### config.mk
export PLATFORM = sky130hd
export DESIGN_NAME = vga_timing_receiver_flat
export DESIGN_NICKNAME = d
export VERILOG_FILES = /design/src/rtl/vga_rx_pkg.sv /design/src/rtl/vga_timing_receiver_if.sv /design/src/rtl/vga_sync_sampler.sv /design/src/rtl/vga_timing_receiver.sv /design/src/flat_wrapper.sv
export SDC_FILE = /design/constraint.sdc
export NUM_CORES = 1
export LEC_CHECK = 0
export BUFFER_PORTS_ARGS = -buffer_cell sky130_fd_sc_hd__buf_2
export CAP_MARGIN = 20
export CORE_MARGIN = 2
export CORE_UTILIZATION = 35
export DETAILED_ROUTE_END_ITERATION = 7
export GPL_ROUTABILITY_DRIVEN = 0
export SKIP_CTS_REPAIR_TIMING = 1
export SLEW_MARGIN = 25
export SYNTH_ARGS = -nofsm -noshare
export SYNTH_HDL_FRONTEND = slang
export SYNTH_SLANG_ARGS = --single-unit
export TNS_END_PERCENT = 50
### constraint.sdc
create_clock -name clk -period 4.5 [get_ports clk]
set_input_delay 0.9 -clock clk [delete_from_list [all_inputs] [get_ports clk]]
set_output_delay 0.9 -clock clk [all_outputs]
set_load 0.02 [all_outputs]
### src/rtl/vga_rx_pkg.sv
// Shared types and standard 640x480@60 timing constants for the VGA timing receiver.
package vga_rx_pkg;

  // Lock state of the receiver: hunting, collecting good frames, locked.
  typedef enum logic [1:0] {
    SEARCH  = 2'd0,
    ACQUIRE = 2'd1,
    LOCKED  = 2'd2
  } lock_state_e;

  // Standard horizontal timing in pixel ticks.
  localparam int H_ACTIVE_STD = 640;
  localparam int H_FRONT_STD  = 16;
  localparam int H_SYNC_STD   = 96;
  localparam int H_BACK_STD   = 48;
  localparam int H_TOTAL_STD  = 800;

  // Standard vertical timing in lines.
  localparam int V_ACTIVE_STD = 480;
  localparam int V_FRONT_STD  = 10;
  localparam int V_SYNC_STD   = 2;
  localparam int V_BACK_STD   = 33;
  localparam int V_TOTAL_STD  = 525;

  localparam int CW_STD = 10;

  // Internal visibility for checkers: lock state plus sampled sync history.
  typedef struct packed {
    lock_state_e state;
    logic        hs_s;
    logic        vs_s;
    logic        de_s;
    logic        de_rise;
    logic        frame_bad;
    logic        hs_seen;
    logic        vs_seen;
  } rx_dbg_t;

endpackage

### src/rtl/vga_timing_receiver_if.sv
// Bundle of the timing input stream and the recovered pixel/status outputs.
//
// Transfer semantics: there is no backpressure. h_sync/v_sync/DE are
// sampled on every clk edge where pix_en=1 and ignored otherwise. On the
// output side pix_valid is a 1-clk qualifier for x_pixel/y_pixel; the
// coordinates hold their last value whenever pix_valid=0.
interface vga_timing_receiver_if #(
  parameter int CW = 10
);
  import vga_rx_pkg::*;

  // timing stream from the source
  logic          pix_en;
  logic          h_sync;
  logic          v_sync;
  logic          DE;

  // recovered pixel stream and status
  logic [CW-1:0] x_pixel;
  logic [CW-1:0] y_pixel;
  logic          pix_valid;
  logic          line_start;
  logic          frame_start;
  logic          locked;
  logic [CW-1:0] h_total;
  logic [CW-1:0] v_total;
  logic          timing_err;
  rx_dbg_t       dbg;

  // timing source side
  modport master (
    output pix_en, h_sync, v_sync, DE,
    input  x_pixel, y_pixel, pix_valid, line_start, frame_start,
    input  locked, h_total, v_total, timing_err, dbg
  );

  // receiver side
  modport slave (
    input  pix_en, h_sync, v_sync, DE,
    output x_pixel, y_pixel, pix_valid, line_start, frame_start,
    output locked, h_total, v_total, timing_err, dbg
  );

endinterface

### src/rtl/vga_sync_sampler.sv
// Keeps the previous tick's sync/DE samples and derives edge strobes
// between that history and the value being sampled on the current tick.
module vga_sync_sampler
  import vga_rx_pkg::*;
(
  input  logic clk,
  input  logic reset,
  input  logic pix_en,
  input  logic h_sync,
  input  logic v_sync,
  input  logic DE,
  output logic hs_s,
  output logic vs_s,
  output logic de_s,
  output logic hs_fall,
  output logic vs_fall,
  output logic de_rise,
  output logic de_fall
);

  // Sample history; syncs idle high so a stream starting in sync is not a fall.
  always_ff @(posedge clk or negedge reset) begin
    if (!reset) begin
      hs_s <= 1'b1;
      vs_s <= 1'b1;
      de_s <= 1'b0;
    end else if (pix_en) begin
      hs_s <= h_sync;
      vs_s <= v_sync;
      de_s <= DE;
    end
  end

  // Edge strobes are only meaningful on a tick, so qualify with pix_en.
  always_comb begin
    hs_fall = pix_en &  hs_s & ~h_sync;
    vs_fall = pix_en &  vs_s & ~v_sync;
    de_rise = pix_en & ~de_s &  DE;
    de_fall = pix_en &  de_s & ~DE;
  end

endmodule

### src/rtl/vga_timing_receiver.sv
// VGA timing receiver: recovers pixel coordinates from h_sync/v_sync/DE,
// measures line and frame lengths and tracks lock against the nominal timing.
module vga_timing_receiver
  import vga_rx_pkg::*;
#(
  parameter int H_ACTIVE    = H_ACTIVE_STD,
  parameter int H_TOTAL     = H_TOTAL_STD,
  parameter int V_ACTIVE    = V_ACTIVE_STD,
  parameter int V_TOTAL     = V_TOTAL_STD,
  parameter int LOCK_FRAMES = 2,
  parameter int CW          = CW_STD
) (
  input logic                  clk,
  input logic                  reset,
  vga_timing_receiver_if.slave bus
);

  localparam logic [CW-1:0] H_ACT_C = CW'(H_ACTIVE);
  localparam logic [CW-1:0] H_TOT_C = CW'(H_TOTAL);
  localparam logic [CW-1:0] V_ACT_C = CW'(V_ACTIVE);
  localparam logic [CW-1:0] V_TOT_C = CW'(V_TOTAL);
  localparam int            GW      = $clog2(LOCK_FRAMES + 1);
  localparam logic [GW-1:0] LOCK_C  = GW'(LOCK_FRAMES);

  // All counters stick at their maximum instead of wrapping.
  function automatic logic [CW-1:0] sat_inc(input logic [CW-1:0] v);
    return (v == '1) ? v : v + CW'(1);
  endfunction

  logic pix_en;
  logic de_now;
  assign pix_en = bus.pix_en;
  assign de_now = bus.DE;

  logic hs_s, vs_s, de_s;
  logic hs_fall, vs_fall, de_rise, de_fall;

  vga_sync_sampler u_sampler (
    .clk     (clk),
    .reset   (reset),
    .pix_en  (pix_en),
    .h_sync  (bus.h_sync),
    .v_sync  (bus.v_sync),
    .DE      (bus.DE),
    .hs_s    (hs_s),
    .vs_s    (vs_s),
    .de_s    (de_s),
    .hs_fall (hs_fall),
    .vs_fall (vs_fall),
    .de_rise (de_rise),
    .de_fall (de_fall)
  );

  // running coordinates and measurement state
  logic [CW-1:0] x_run, y_run;
  logic [CW-1:0] h_cnt, v_cnt;
  logic          hs_seen, vs_seen, frame_bad;

  // registered outputs
  logic [CW-1:0] x_pixel_q, y_pixel_q, h_total_q, v_total_q;
  logic          pix_valid_q, line_start_q, frame_start_q, timing_err_q;

  // lock FSM
  lock_state_e   state, state_nxt;
  logic [GW-1:0] good_cnt, good_nxt;
  logic          locked;

  // per-tick decisions
  logic [CW-1:0] y_after_de;
  logic [CW-1:0] h_meas;
  logic          de_err, h_err, frame_eval, frame_good;

  // Decisions for the current tick, all derived from state before the edge.
  always_comb begin
    y_after_de = de_fall ? sat_inc(y_run) : y_run;
    h_meas     = sat_inc(h_cnt);
    // x_run already counts every DE tick of the line that just ended
    de_err     = de_fall && (x_run != H_ACT_C);
    h_err      = hs_fall && hs_seen && (h_meas != H_TOT_C);
    frame_eval = vs_fall && vs_seen;
    // a line ending on the vs_fall tick counts toward the frame being closed
    frame_good = !frame_bad && !de_err && (v_cnt == V_TOT_C) && (y_after_de == V_ACT_C);
  end

  // Column/row tracking: DE advances the column, de_fall starts a new row, vs_fall restarts rows.
  always_ff @(posedge clk or negedge reset) begin
    if (!reset) begin
      x_run <= '0;
      y_run <= '0;
    end else if (pix_en) begin
      if (de_now) begin
        x_run <= sat_inc(x_run);
      end else if (de_fall) begin
        x_run <= '0;
      end
      if (vs_fall) begin
        y_run <= '0;
      end else if (de_fall) begin
        y_run <= sat_inc(y_run);
      end
    end
  end

  // Line/frame length counters and frame health; a vs_fall closes the frame before
  // any coincident hs_fall is counted into the new one.
  always_ff @(posedge clk or negedge reset) begin
    if (!reset) begin
      h_cnt     <= '0;
      v_cnt     <= '0;
      hs_seen   <= 1'b0;
      vs_seen   <= 1'b0;
      frame_bad <= 1'b0;
    end else if (pix_en) begin
      h_cnt   <= hs_fall ? '0 : sat_inc(h_cnt);
      hs_seen <= hs_seen | hs_fall;
      vs_seen <= vs_seen | vs_fall;
      if (vs_fall) begin
        v_cnt     <= hs_fall ? CW'(1) : '0;
        frame_bad <= h_err;
      end else begin
        if (hs_fall) begin
          v_cnt <= sat_inc(v_cnt);
        end
        if (h_err || de_err) begin
          frame_bad <= 1'b1;
        end
      end
    end
  end

  // Output registers: pulses clear every clk, coordinates and measurements hold between ticks.
  always_ff @(posedge clk or negedge reset) begin
    if (!reset) begin
      x_pixel_q     <= '0;
      y_pixel_q     <= '0;
      h_total_q     <= '0;
      v_total_q     <= '0;
      pix_valid_q   <= 1'b0;
      line_start_q  <= 1'b0;
      frame_start_q <= 1'b0;
      timing_err_q  <= 1'b0;
    end else begin
      pix_valid_q   <= 1'b0;
      line_start_q  <= 1'b0;
      frame_start_q <= 1'b0;
      timing_err_q  <= 1'b0;
      if (pix_en) begin
        if (de_now) begin
          pix_valid_q   <= 1'b1;
          x_pixel_q     <= x_run;
          y_pixel_q     <= y_run;
          line_start_q  <= (x_run == '0);
          frame_start_q <= (x_run == '0) && (y_run == '0);
        end
        if (hs_fall && hs_seen) begin
          h_total_q <= h_meas;
        end
        if (frame_eval) begin
          v_total_q <= v_cnt;
        end
        if (h_err || de_err || (frame_eval && !frame_good)) begin
          timing_err_q <= 1'b1;
        end
      end
    end
  end

  // Lock FSM state register.
  always_ff @(posedge clk or negedge reset) begin
    if (!reset) begin
      state    <= SEARCH;
      good_cnt <= '0;
    end else if (pix_en) begin
      state    <= state_nxt;
      good_cnt <= good_nxt;
    end
  end

  // Lock FSM next state: only a closed, measured frame can move it.
  always_comb begin
    state_nxt = state;
    good_nxt  = good_cnt;
    if (frame_eval) begin
      case (state)
        SEARCH: begin
          if (frame_good) begin
            good_nxt  = GW'(1);
            state_nxt = (LOCK_FRAMES == 1) ? LOCKED : ACQUIRE;
          end else begin
            good_nxt  = '0;
          end
        end
        ACQUIRE: begin
          if (frame_good) begin
            good_nxt = good_cnt + GW'(1);
            if (good_nxt == LOCK_C) begin
              state_nxt = LOCKED;
            end
          end else begin
            good_nxt  = '0;
            state_nxt = SEARCH;
          end
        end
        LOCKED: begin
          if (!frame_good) begin
            good_nxt  = '0;
            state_nxt = SEARCH;
          end
        end
        default: begin
          good_nxt  = '0;
          state_nxt = SEARCH;
        end
      endcase
    end
  end

  // Lock FSM outputs: locked straight from the state register, plus debug view.
  always_comb begin
    locked            = (state == LOCKED);
    bus.dbg           = '0;
    bus.dbg.state     = state;
    bus.dbg.hs_s      = hs_s;
    bus.dbg.vs_s      = vs_s;
    bus.dbg.de_s      = de_s;
    bus.dbg.de_rise   = de_rise;
    bus.dbg.frame_bad = frame_bad;
    bus.dbg.hs_seen   = hs_seen;
    bus.dbg.vs_seen   = vs_seen;
  end

  assign bus.x_pixel     = x_pixel_q;
  assign bus.y_pixel     = y_pixel_q;
  assign bus.pix_valid   = pix_valid_q;
  assign bus.line_start  = line_start_q;
  assign bus.frame_start = frame_start_q;
  assign bus.locked      = locked;
  assign bus.h_total     = h_total_q;
  assign bus.v_total     = v_total_q;
  assign bus.timing_err  = timing_err_q;

endmodule

### src/flat_wrapper.sv
// flat-port wrapper written by rule: the top's interface ports become plain ports
module vga_timing_receiver_flat import vga_rx_pkg::*;
#(
  parameter int H_ACTIVE    = H_ACTIVE_STD,
  parameter int H_TOTAL     = H_TOTAL_STD,
  parameter int V_ACTIVE    = V_ACTIVE_STD,
  parameter int V_TOTAL     = V_TOTAL_STD,
  parameter int LOCK_FRAMES = 2,
  parameter int CW          = CW_STD
)
  (clk, reset, bus_pix_en, bus_h_sync, bus_v_sync, bus_DE, bus_x_pixel, bus_y_pixel, bus_pix_valid, bus_line_start, bus_frame_start, bus_locked, bus_h_total, bus_v_total, bus_timing_err, bus_dbg);
  vga_timing_receiver_if #(.CW(CW)) bus_i ();
  input logic clk;
  input logic reset;
  input wire logic [$bits(bus_i.pix_en)-1:0] bus_pix_en;
  input wire logic [$bits(bus_i.h_sync)-1:0] bus_h_sync;
  input wire logic [$bits(bus_i.v_sync)-1:0] bus_v_sync;
  input wire logic [$bits(bus_i.DE)-1:0] bus_DE;
  output wire logic [$bits(bus_i.x_pixel)-1:0] bus_x_pixel;
  output wire logic [$bits(bus_i.y_pixel)-1:0] bus_y_pixel;
  output wire logic [$bits(bus_i.pix_valid)-1:0] bus_pix_valid;
  output wire logic [$bits(bus_i.line_start)-1:0] bus_line_start;
  output wire logic [$bits(bus_i.frame_start)-1:0] bus_frame_start;
  output wire logic [$bits(bus_i.locked)-1:0] bus_locked;
  output wire logic [$bits(bus_i.h_total)-1:0] bus_h_total;
  output wire logic [$bits(bus_i.v_total)-1:0] bus_v_total;
  output wire logic [$bits(bus_i.timing_err)-1:0] bus_timing_err;
  output wire logic [$bits(bus_i.dbg)-1:0] bus_dbg;
  assign bus_i.pix_en = bus_pix_en;
  assign bus_i.h_sync = bus_h_sync;
  assign bus_i.v_sync = bus_v_sync;
  assign bus_i.DE = bus_DE;
  assign bus_x_pixel = bus_i.x_pixel;
  assign bus_y_pixel = bus_i.y_pixel;
  assign bus_pix_valid = bus_i.pix_valid;
  assign bus_line_start = bus_i.line_start;
  assign bus_frame_start = bus_i.frame_start;
  assign bus_locked = bus_i.locked;
  assign bus_h_total = bus_i.h_total;
  assign bus_v_total = bus_i.v_total;
  assign bus_timing_err = bus_i.timing_err;
  assign bus_dbg = bus_i.dbg;
  vga_timing_receiver #(.H_ACTIVE(H_ACTIVE), .H_TOTAL(H_TOTAL), .V_ACTIVE(V_ACTIVE), .V_TOTAL(V_TOTAL), .LOCK_FRAMES(LOCK_FRAMES), .CW(CW)) u_core (.clk(clk), .reset(reset), .bus(bus_i));
endmodule
; Word level (Yosys, flattened, before mapping)
; Index checks and enable logic that the tools add are counted.
; Widths: inputs -> output; s select.
[op_classes]
n_mux = 30
reduce_logical = 28
bitwise = 14
addsub = 5
eq_ne = 16
[ops]
columns = cell, n
row1 = $mux 10, 11
row2 = $eq 10x10->1 const B, 5
row3 = $add 10x1->10 const B, 4
row4 = $logic_not 10->1, 2
row5 = $ne 10x10->1 const B, 2
row6 = $mux 1, 12
row7 = $pmux 2 s3, 2
row8 = $eq 10x9->1 const B, 1
row9 = $mux 2, 5
row10 = $logic_and 1x1->1, 9
row11 = $reduce_and 3->1, 3
row12 = $and 1x1->1, 8
row13 = $reduce_and 2->1, 4
row14 = $reduce_bool 2->1, 3
row15 = $reduce_and 5->1, 1
row16 = $eq 2x2->1 const B, 2
row17 = $ne 2x1->1 const B, 2
row18 = $ne 2x2->1 const B, 2
row19 = $not 1->1, 4
row20 = $logic_not 1->1, 3
row21 = $ne 3x3->1 const B, 1
row22 = $add 2x1->2 const B, 1
row23 = $eq 2x1->1 const B, 1
row24 = $logic_not 2->1, 1
row25 = other kinds (2), 4
[totals]
in_bits = 6
word_cells = 113
output_inout_bits = 54
ff_bits = 94

; Longest topological paths before layout
[logic_depth]
word_depth = 12
ltp_mapped = 8
mapped_depth_nobuf = 8

; Hierarchy
; From an unflattened synthesis, not the netlist that was laid out.
[hier_totals]
cells_unflattened = 486
area_unflattened_um2 = 4824.6
[by_module_without_submodules]
columns = mod, cells_per_inst, seq_area_each_um2, area_per_inst_um2, instances
row1 = vga_timing_receiver, 476, 2277.2, 4678.2, 1
row2 = vga_sync_sampler, 10, 77.6, 146.4, 1

; Worst setup path after synthesis
; Ideal clock, no wire load.
[synth_path]
path_kind = input -> register
from = input bus_DE
to = register u_core.timing_err_q, in the netlist u_core.bus.timing_err
path_stages = 6
setup_ps = 124
n_path_buf = 0
required_time_ps = 4376
path_slack_ps = 1842
arrival_ps = 2534
path_cell_list = nand3b_4 -> or2_1 -> or4_4 -> a211oi_4 -> nand2_2 -> a211o_1
[synth_between]
elab_chain_len = 12
word_cells_on_any_way = 15
cone_classes = 1 x eq/ne / 3 x mux / 2 x bitwise / 9 x reduce/logical
[synth_lines]
columns = element, line
row1 = start: declaration, flat_wrapper.sv:18  ; input wire logic [$bits(bus_i.DE)-1:0] bus_DE;
row2 = $not 1->1 *, vga_sync_sampler.sv:39  ; de_fall = pix_en & de_s & ~DE;
row3 = $and 1x1->1 *, vga_sync_sampler.sv:39
row4 = "parallel branches: the longest is 7 deep, another holds $mux 10", --
row5 = $logic_or 1x1->1 *, vga_timing_receiver.sv:161  ; if (h_err || de_err || (frame_eval && !frame_good)) begin
row6 = $mux 1 *, vga_timing_receiver.sv:161
row7 = $mux 1 *, vga_timing_receiver.sv:147  ; if (pix_en) begin
row8 = end signal: assignment, vga_timing_receiver.sv:141  ; timing_err_q <= 1'b0;
row9 = end signal: assignment, vga_timing_receiver.sv:146  ; timing_err_q <= 1'b0;
row10 = end signal: assignment, vga_timing_receiver.sv:162  ; timing_err_q <= 1'b1;
row11 = end: declaration, vga_timing_receiver.sv:61  ; logic pix_valid_q, line_start_q, frame_start_q, timing_err_q;
; Every way passes the cells marked *.
; A chain may end at the register's enable or synchronous reset.

; Worst setup path in the final report
[layout_path]
from = input bus_pix_en
to = register u_core.timing_err_q, in the netlist u_core.bus.timing_err
[layout_between]
elab_chain_len = 12
word_cells_on_any_way = 22
cone_classes = 1 x eq/ne / 3 x mux / 6 x bitwise / 12 x reduce/logical
[layout_lines]
columns = element, line
row1 = start: declaration, flat_wrapper.sv:15  ; input wire logic [$bits(bus_i.pix_en)-1:0] bus_pix_en;
row2 = "parallel branches: the longest is 11 deep, another holds $mux 10", --
row3 = $mux 1 *, vga_timing_receiver.sv:147
; Marked as above.

==> run summary <==
cell total after placement -> 667
post-synthesis register bit count -> 94
number of synthesized flops with an enable pin -> 0
DP Worst Slack -> 1280 ps
outcome -> finished clean
Hold Path End -> u_core.bus.y_pixel[0]
P_leak -> 0.00251 uW
Pins Over Slew Limit -> 0
Nets -> 520
vias per cell -> 5.15
Async S/R FF share, synth -> 100%
fmax -> 343 MHz
Detailed Route Iter0 Violations -> 161
met3 routed WL -> 475 um
synth-to-layout area growth -> 15.0%
hold_ws -> 478 ps
placed wire-length estimate -> 7100 um
RSZ-0062 raised after global routing -> false
Arrival @ worst endpoint -> 3140 ps
most frequent cells in the layout -> dfrtp_1, nand2_1, buf_2
Non-Filler Instances -> 683
Routed Wire Length -> 10,000 um
Worst Path Max Fanout -> 23
worst slew pin tran -> 891 ps
Met2 Routed Length -> 4670 um
I/O pins -> 60
CP Capture Type -> flop
HP Class -> reg2reg
CTS tree -> done
CTS H-tree depth -> 3
Max-cap violations -> 0
worst skew pair latency -> 350 ps
Root Driver -> clkbuf_16
largest net degree at the start of global routing -> 73
distinct cell type count after synthesis -> 56
max layer used -> met4
peak supply drop -> 0.255 mV
Post-Synthesis Cell Area -> 0.00460 sq mm
buffer depth of the longest clock path -> 2
TritonCTS buffer count -> 9
slew margin rel. -> 40.6%
PortBufs -> 59
post-synthesis cell count -> 461
FILL cells -> 1,293
Routed Antenna Nets -> 0
Met1 Routed Length -> 4750 um
Hold Path Cell Cnt -> 2
Sink Count -> 94
Worst Min Path Start -> u_core.bus.y_pixel[0]
initial antenna violation count -> 0
Avg Cell Area, Syn -> 9.97 sq um
die extent in y -> 119 um
Syn Nets -> 475
ant diodes -> 0
worst r2r src -> u_core.y_run[1]
sequential share of the synthesized area -> 51.2%
PD cells -> 420 mW/mm^2
vias in the first global route -> 3,453
grt ovf -> 0
Startpoint Class -> primary input
clock slew at reported path FFs -> 60 ps
routed len/inst -> 14.7 um
clk_skew -> 8.46 ps
share of cells above drive strength 1 -> 22.3%
flop2flop setup slack -> 2040 ps
Setup TNS -> 0 ps
crit path kind -> in2reg
Die ar. -> 0.0141 sq mm
Core Rows -> 41
most common cell after layout, fill and taps aside -> dfrtp_1
final worst-path cycle share -> 64.7%
ys flop type -> dfrtp_1
worst path required time -> 4720 ps
final hold vios -> 0
core region area -> 0.0127 sq mm
Final min period -> 2910 ps
routed vias -> 3,515
Final setup viols -> 0
Reg2Reg Depth -> 7
Residual DRC -> 0
first-pass GRT wire length -> 16,800 um
final setup margin -> 1590 ps
GRT Resource Usage Total -> 14.8%
Die W -> 119 um
initial core utilization -> 36.1%
Crit Reg-Reg Endpoint -> u_core.bus.timing_err
synth warn -> 0
DR pass1 iterations -> 4
metal layers:
layer / vias up / track usage (%)
li1: 1710 / -
met1: 1711 / 19.9
met2: 84 / 22.7
met3: 10 / 3.86
met4: 0 / 5.88
met5: - / 0
area by class of cell:
| class | instances | area, sq um | share of cell area (%) |
|---|---|---|---|
| clock buffer | 10 | 239 | 4.52 |
| clock inverter | 6 | 45.0 | 0.852 |
| inverter | 20 | 75.1 | 1.42 |
| multi-input combinational | 318 | 2030 | 38.4 |
| sequential | 94 | 2350 | 44.6 |
| tap | 172 | 215 | 4.07 |
| timing repair buffer | 63 | 328 | 6.20 |
how the worst max path moves through the flow:
stage	cells after the start	to	startpoint	slack (ps)
final	7	u_core.bus.timing_err	bus_pix_en	1590
after global routing	7	u_core.bus.timing_err	bus_pix_en	1450
after CTS	7	u_core.bus.timing_err	bus_pix_en	1620
after detailed placement	7	u_core.bus.timing_err	bus_pix_en	1280
after global placement	7	u_core.bus.timing_err	bus_pix_en	1370
after floorplan	6	u_core.bus.timing_err	bus_DE	1840
cells in the mapped netlist, types with 3 or more instances:
cell      count  area, sq um
and2_1        4         25.0
o211ai_1      4         30.0
nand3_1      18         90.1
nor4_1        4         25.0
mux2_2       23          259
nand2_1      59          221
and4_1        6         52.6
a21oi_1      18         90.1
dfrtp_1      92         2300
o22ai_1       3         18.8
buf_4         7         52.6
and3_1        6         37.5
ha_1          8          100
o21ai_0      34          170
a32oi_1       3         26.3
nand4_1       4         25.0
nor3_1       12         60.1
xnor2_1       9         78.8
mux2i_1       5         50.1
o31ai_1       7         52.6
nor2_1       32          120
buf_2         3         15.0
xor2_1        6         52.6
or3_1         6         37.5
a31oi_1       7         43.8
nor2b_1       4         25.0
nand3b_1      4         30.0
clkbuf_1     19         71.3
inv_1        20         75.1
through the flow:
| stage | utilization (%) | cell area [sq um] | total power (uW) |
|---|---|---|---|
| after floorplan | - | 4600 | 1360 |
| after global placement | 39.3 | 5000 | 1510 |
| after detailed placement | 39.3 | 5000 | 1520 |
| after CTS | 41.5 | 5290 | 2260 |
| after global routing | 41.5 | 5290 | 2360 |
| final | 41.5 | 5290 | 2220 |
state kept, by name (all words and copies together) (netlist names), 2 cells and up:
register	cells
u_core.bus.v_total	10
u_core.bus.y_pixel	10
u_core.x_run	10
u_core.h_cnt	10
u_core.bus.h_total	10
u_core.bus.x_pixel	10
u_core.v_cnt	10
u_core.y_run	10
u_core.state	2
u_core.good_cnt	2
critical path: stages:
cell and delay [ps]:
buf_2 360, nand3b_4 210, or2_1 330, or4_4 530, a211oi_4 380, nand2_2 100
a211o_1 320
kinds of logic (layout without fill, tap and decap cells):
| kind of cell | after synthesis | after routing | share of synthesized area, % |
|---|---|---|---|
| flip-flops | 94 | 94 | 51.2 |
| multiplexers | 28 | 28 | 6.72 |
| buffers and inverters | 49 | 99 | 4.65 |
| AO/OA/AOI/OAI | 93 | 93 | 12.7 |
| adder cells (fa/ha/maj) | 8 | 8 | 2.18 |
| AND/OR/NAND/NOR | 174 | 174 | 19.6 |
| XOR/XNOR | 15 | 15 | 2.86 |
power by group:
group,internal (uW),total (uW),switching (uW)
logic,168,445,277
registers,953,1060,104
clock network,393,720,327
total,1510,2220,708
(Power assumes the default switching activity.)
